## src/rtl/launch_command_scheduler.sv

```systemverilog
// Queues parsed shot commands and releases them as a cooldown-spaced salvo.
// Build with M4G_SHOT_COUNTER_EN defined to count transfers on shots_fired.
module launch_command_scheduler #(
    parameter int DEPTH           = 8,
    parameter int CNT_W           = 4,
    parameter int COOLDOWN_CYCLES = 1000
) (
    input  logic             clock,
    input  logic             reset_n,
    input  logic             cmd_valid,
    input  logic [31:0]      cmd_velocity,
    input  logic [31:0]      cmd_angle,
    input  logic             cmd_queue,
    input  logic             cmd_fire,
    input  logic             cmd_clear,
    output logic             launch_valid,
    output logic [31:0]      launch_velocity,
    output logic [31:0]      launch_angle,
    input  logic             launch_ready,
    output logic [CNT_W-1:0] queue_count,
    output logic             salvo_active,
    output logic             cooldown_active,
    output logic             overflow,
    output logic [15:0]      shots_fired
);

    localparam int PW = $clog2(DEPTH);
    localparam int CW = $clog2(COOLDOWN_CYCLES + 1);

    typedef enum logic [1:0] {IDLE, PRESENT, COOLDOWN} state_e;

    state_e           state_q;
    logic [PW-1:0]    rd_ptr_q, wr_ptr_q;
    logic [CNT_W-1:0] count_q, count_d;
    logic [31:0]      vel_mem [DEPTH];
    logic [31:0]      ang_mem [DEPTH];
    logic [CW-1:0]    cd_q;
    logic             valid_q, salvo_q, cool_q, ovf_q;
    logic [31:0]      vel_q, ang_q;

    logic do_clear, do_push, do_fire, xfer, push_ok, fire_ok;

    assign do_clear = cmd_valid & cmd_clear;
    assign do_push  = cmd_valid & ~cmd_clear & cmd_queue;
    assign do_fire  = cmd_valid & ~cmd_clear & cmd_fire;
    // A clear in the same cycle as ready cancels the handshake.
    assign xfer     = (state_q == PRESENT) & valid_q & launch_ready & ~do_clear;
    assign push_ok  = do_push & ((count_q < CNT_W'(DEPTH)) | xfer);

    always_comb begin
        count_d = count_q + CNT_W'(push_ok) - CNT_W'(xfer);
    end

    assign fire_ok = do_fire & (count_d != '0);

    always_ff @(posedge clock) begin
        if (push_ok) begin
            vel_mem[wr_ptr_q] <= cmd_velocity;
            ang_mem[wr_ptr_q] <= cmd_angle;
        end
    end

    always_ff @(posedge clock) begin
        if (!reset_n || do_clear) begin
            rd_ptr_q <= '0;
            wr_ptr_q <= '0;
            count_q  <= '0;
            ovf_q    <= 1'b0;
        end else begin
            if (push_ok) wr_ptr_q <= wr_ptr_q + PW'(1);
            if (xfer)    rd_ptr_q <= rd_ptr_q + PW'(1);
            count_q <= count_d;
            if (do_push && !push_ok) ovf_q <= 1'b1;
        end
    end

    always_ff @(posedge clock) begin
        if (!reset_n || do_clear) begin
            state_q <= IDLE;
            valid_q <= 1'b0;
            vel_q   <= reset_n ? vel_q : '0;
            ang_q   <= reset_n ? ang_q : '0;
            salvo_q <= 1'b0;
            cool_q  <= 1'b0;
            cd_q    <= '0;
        end else begin
            if (fire_ok) salvo_q <= 1'b1;
            unique case (state_q)
                IDLE: begin
                    if (salvo_q && count_q != '0) begin
                        vel_q   <= vel_mem[rd_ptr_q];
                        ang_q   <= ang_mem[rd_ptr_q];
                        valid_q <= 1'b1;
                        state_q <= PRESENT;
                    end
                end
                PRESENT: begin
                    if (launch_ready) begin
                        valid_q <= 1'b0;
                        cool_q  <= 1'b1;
                        cd_q    <= CW'(COOLDOWN_CYCLES);
                        state_q <= COOLDOWN;
                    end
                end
                COOLDOWN: begin
                    cd_q <= cd_q - CW'(1);
                    if (cd_q == CW'(1)) begin
                        cool_q <= 1'b0;
                        if (salvo_q && count_q != '0) begin
                            vel_q   <= vel_mem[rd_ptr_q];
                            ang_q   <= ang_mem[rd_ptr_q];
                            valid_q <= 1'b1;
                            state_q <= PRESENT;
                        end else begin
                            state_q <= IDLE;
                            if (count_q == '0 && !fire_ok) salvo_q <= 1'b0;
                        end
                    end
                end
                default: state_q <= IDLE;
            endcase
        end
    end

`ifdef M4G_SHOT_COUNTER_EN
    logic [15:0] shots_q;

    always_ff @(posedge clock) begin
        if (!reset_n)  shots_q <= '0;
        else if (xfer) shots_q <= shots_q + 16'd1;
    end

    assign shots_fired = shots_q;
`else
    assign shots_fired = '0;
`endif

    assign launch_valid    = valid_q;
    assign launch_velocity = vel_q;
    assign launch_angle    = ang_q;
    assign queue_count     = count_q;
    assign salvo_active    = salvo_q;
    assign cooldown_active = cool_q;
    assign overflow        = ovf_q;

endmodule

```

## config.mk

```make
export PLATFORM = sky130hd
export DESIGN_NAME = launch_command_scheduler
export DESIGN_NICKNAME = d
export VERILOG_FILES = /design/src/rtl/launch_command_scheduler.sv
export SDC_FILE = /design/constraint.sdc
export NUM_CORES = 1
export LEC_CHECK = 0
export ABC_CLOCK_PERIOD_IN_PS = 27900
export BUFFER_PORTS_ARGS = -buffer_cell sky130_fd_sc_hd__buf_2
export CAP_MARGIN = 20
export CORE_UTILIZATION = 50
export DETAILED_ROUTE_END_ITERATION = 10
export GPL_TIMING_DRIVEN = 1
export MAX_ROUTING_LAYER = met4
export PLACE_DENSITY = 0.68
export SETUP_SLACK_MARGIN = 0.2
export SLEW_MARGIN = 5
export SYNTH_ARGS = -nofsm -noshare
export SYNTH_HDL_FRONTEND = slang
export SYNTH_SLANG_ARGS = --single-unit
```

## constraint.sdc

```tcl
create_clock -name clock -period 27.9 [get_ports clock]
set_clock_uncertainty 0.1 [all_clocks]
set_input_delay 4.185 -clock clock [delete_from_list [all_inputs] [get_ports clock]]
set_output_delay 4.185 -clock clock [all_outputs]
set_load 0.05 [all_outputs]
```

==> impl_results.md <==
- Outcome: complete, no violations
- Residual DRC count: 0
- Reg2reg end: launch_angle[5]
- Die area: 0.04739 sq mm
- Detail Route Antenna Nets: 0
- Clock buffer depth: 3
- Hold Buf Count CTS: 0
- Static Leak: 8.518 nW
- PostCTS Resize Cnt: 0
- Setup TNS: 0 ns
- Sequential-to-total area share from yosys stat: 76.85%
- Die H: 217.7 um
- Asr flop ratio synth: 0%
- Place WS: 20.82 ns
- Hold Crit Class: flop to flop
- Final Setup Violations: 0
- Slew Viols, Final: 0
- CTS Sinks: 605
- Syn Area/Cell: 18.19 sq um
- GR Util All Layers: 20.67%
- HPWL after DPL: 24.50 mm
- RePlAce Congestion: 0.7603
- Synth warn: 0
- Tightest Pin Transition: 1.109 ns
- Area Growth Syn to Fin: 13.50%
- Worst-path clk slew: 0.06 ns
- Most frequent cells in the layout: edfxtp_1, buf_2, a21oi_1
- Arr. time, crit path: 6.64 ns
- Synth unique cells: 49
- Worst Setup End Kind: flop
- Total CTS buffers: 59
- # Max-Cap Violations: 0
- FF-to-FF setup slack: 24.07 ns
- Reg2Reg Depth: 6
- Drt first-iter violations: 935
- Clock root buffer: clkbuf_16
- Share of layout cells above drive strength 1: 22.09%
- Synth top area share: 74.35%
- Initial antenna violation count: 8
- Top_reg_cell synth: edfxtp_1
- Global-route wire length before repair: 71.19 mm
- Fin worst setup slack: 21.37 ns
- Hold EP: overflow
- Flops & latches, synth: 605
- Top Ports: 159
- Hold path start: overflow
- TritonCTS clock tree: yes
- Cells on Worst Hold Path: 2
- Peak VDD IR: 45.30 uV
- Vias after detailed routing: 11.95k
- Gate Count Post-Synth: 1279
- Row count: 78
- CP Class: input port to flop
- Final worst path period share: 23.39%
- CP Launch Type: input port
- Starting Density: 50.93%
- Setup Buffers After CTS: 0
- CP Max Fanout: 47
- Fin crit period: 6.526 ns
- Final WL: 46.85 mm
- Vias in the first global route: 11.98k
- Post-synth top area cell: edfxtp_1
- Pin count of the biggest net entering global routing: 143
- Core Area: 0.04567 sq mm
- P per Cell Area: 69.30 mW/mm^2
- Unrepaired setup endpoints after global routing: no
- Most common cell after layout, fill and taps aside: edfxtp_1
- Vias/cell: 5.757
- Area of the multi-input gates: 0.005024 sq mm
- CTS H-Tree Depth: 2
- DR WL/cell: 22.57 um
- Fillers: 3415
- PortBufs: 142
- Worst skew pair latency: 0.60 ns
- Final #Nets: 1503
- Required time worst endpoint: 28.01 ns
- Final Hold Fails: 0
- Post-Syn Area: 0.02326 sq mm
- Storage cell area: 0.01789 sq mm
- Drt first pass iters: 5
- Largest cells by area after synthesis: edfxtp_1, mux4_2, mux2i_1
- Worst relative slew slack: 26.04%
- Post-synth EDFFs: 576
- Gr ovfl total: 0
- Die Span X: 217.7 um
- Peak Freq: 0.1532 GHz
[worst max-delay path, stage by stage]
cell and delay (ns):
buf_2 0.11, nand4b_1 0.22, a21boi_2 0.41, nand2_1 0.26, nor2_4 0.59, buf_4 0.73
[layout make-up]
class,count,area share (%)
clock inverters,35,1.118
clock buffers,71,5.762
inverters,12,0.1706
diodes,9,0.08530
multi-input cells,584,19.03
flip-flops and latches,605,67.74
repair buffers,160,3.251
well taps,600,2.843
[per-layer routing]
metal | global-route usage [%] | wire length, um | part of all wire [%] | vias up
li1 | - | - | - | 5445
met1 | 27.31 | 20250 | 43 | 6160
met2 | 33.01 | 23280 | 50 | 285
met3 | 4.491 | 2613 | 5.6 | 62
met4 | 4.695 | 708 | 1.5 | 0
met5 | - | 0 | 0 | -
[flip-flops by register name, indices dropped and copies added, names as in the netlist, 3 cells and up, named ones only]
signal / cells
wr_ptr_q: 3
cd_q: 10
rd_ptr_q: 3
queue_count: 4
ang_mem: 256
launch_velocity: 32
launch_angle: 32
vel_mem: 256
[per-stage QoR]
step | utilization [%] | instance area, sq um | std cells | power (W) | hold slack [ns]
floorplan | - | 23320 | 1294 | 0.001071 | 0.3716
global placement | 53.78 | 24560 | 1961 | 0.001092 | 0.3417
detailed placement | 53.78 | 24560 | 1961 | 0.001094 | 0.3568
CTS | 57.76 | 26380 | 2067 | 0.001846 | 0.3723
global route | 57.80 | 26400 | 2075 | 0.001884 | 0.4168
finish | 57.81 | 26400 | 2076 | 0.001830 | 0.3681
[cell usage after synthesis (all sizes together), types with 2 or more instances]
master,n
a21o,2
a21oi,139
a31oi,5
and3,3
and3b,2
buf,40
clkbuf,53
dfxtp,29
edfxtp,576
ha,9
inv,12
mux2i,129
mux4,64
nand2,8
nand2b,2
nand3,6
nand3b,2
nand4b,2
nor2,15
nor2b,2
nor3,5
nor3b,3
nor4,3
nor4b,2
o21a,2
o21ai,70
o22ai,64
o31ai,3
or2,2
or3,2
or4,3
xnor2,6
xor2,2
[worst max-delay path by stage]
| stage | from | end | slack (ns) | cells after the start |
|---|---|---|---|---|
| after CTS | launch_ready | vel_mem[7][21] | 21.44 | 6 |
| after floorplan | cmd_clear | ang_mem[1][0] | 15.71 | 4 |
| final | launch_ready | ang_mem[7][30] | 21.37 | 6 |
| after global routing | launch_ready | vel_mem[7][14] | 21.27 | 6 |
| after detailed placement | launch_ready | vel_mem[7][18] | 20.82 | 6 |
| after global placement | launch_ready | vel_mem[7][21] | 20.94 | 6 |
[report_power, final]
group / internal [W] / switching [W] / leakage, nW
logic: 0.0000134 / 0.0000527 / 2.04
registers: 0.00100 / 0.00000436 / 5.59
clock network: 0.000432 / 0.000323 / 0.892
total: 0.00145 / 0.000380 / 8.52
[cells by family (layout without fill, tap and decap cells)]
logic type / after synthesis / in the layout / share of synthesized area (%)
DFF: 605 / 605 / 76.85
AOI/OAI and AO/OA: 292 / 292 / 6.852
muxes: 193 / 193 / 11.75
buffers and inverters: 105 / 278 / 2.076
and+or+nand+nor: 65 / 65 / 1.587
adders and majority gates: 10 / 10 / 0.5701
xor gates and xnor gates: 8 / 8 / 0.3012
other: 1 / 25 / 0.01612
Power figures use the tool's default switching activity.
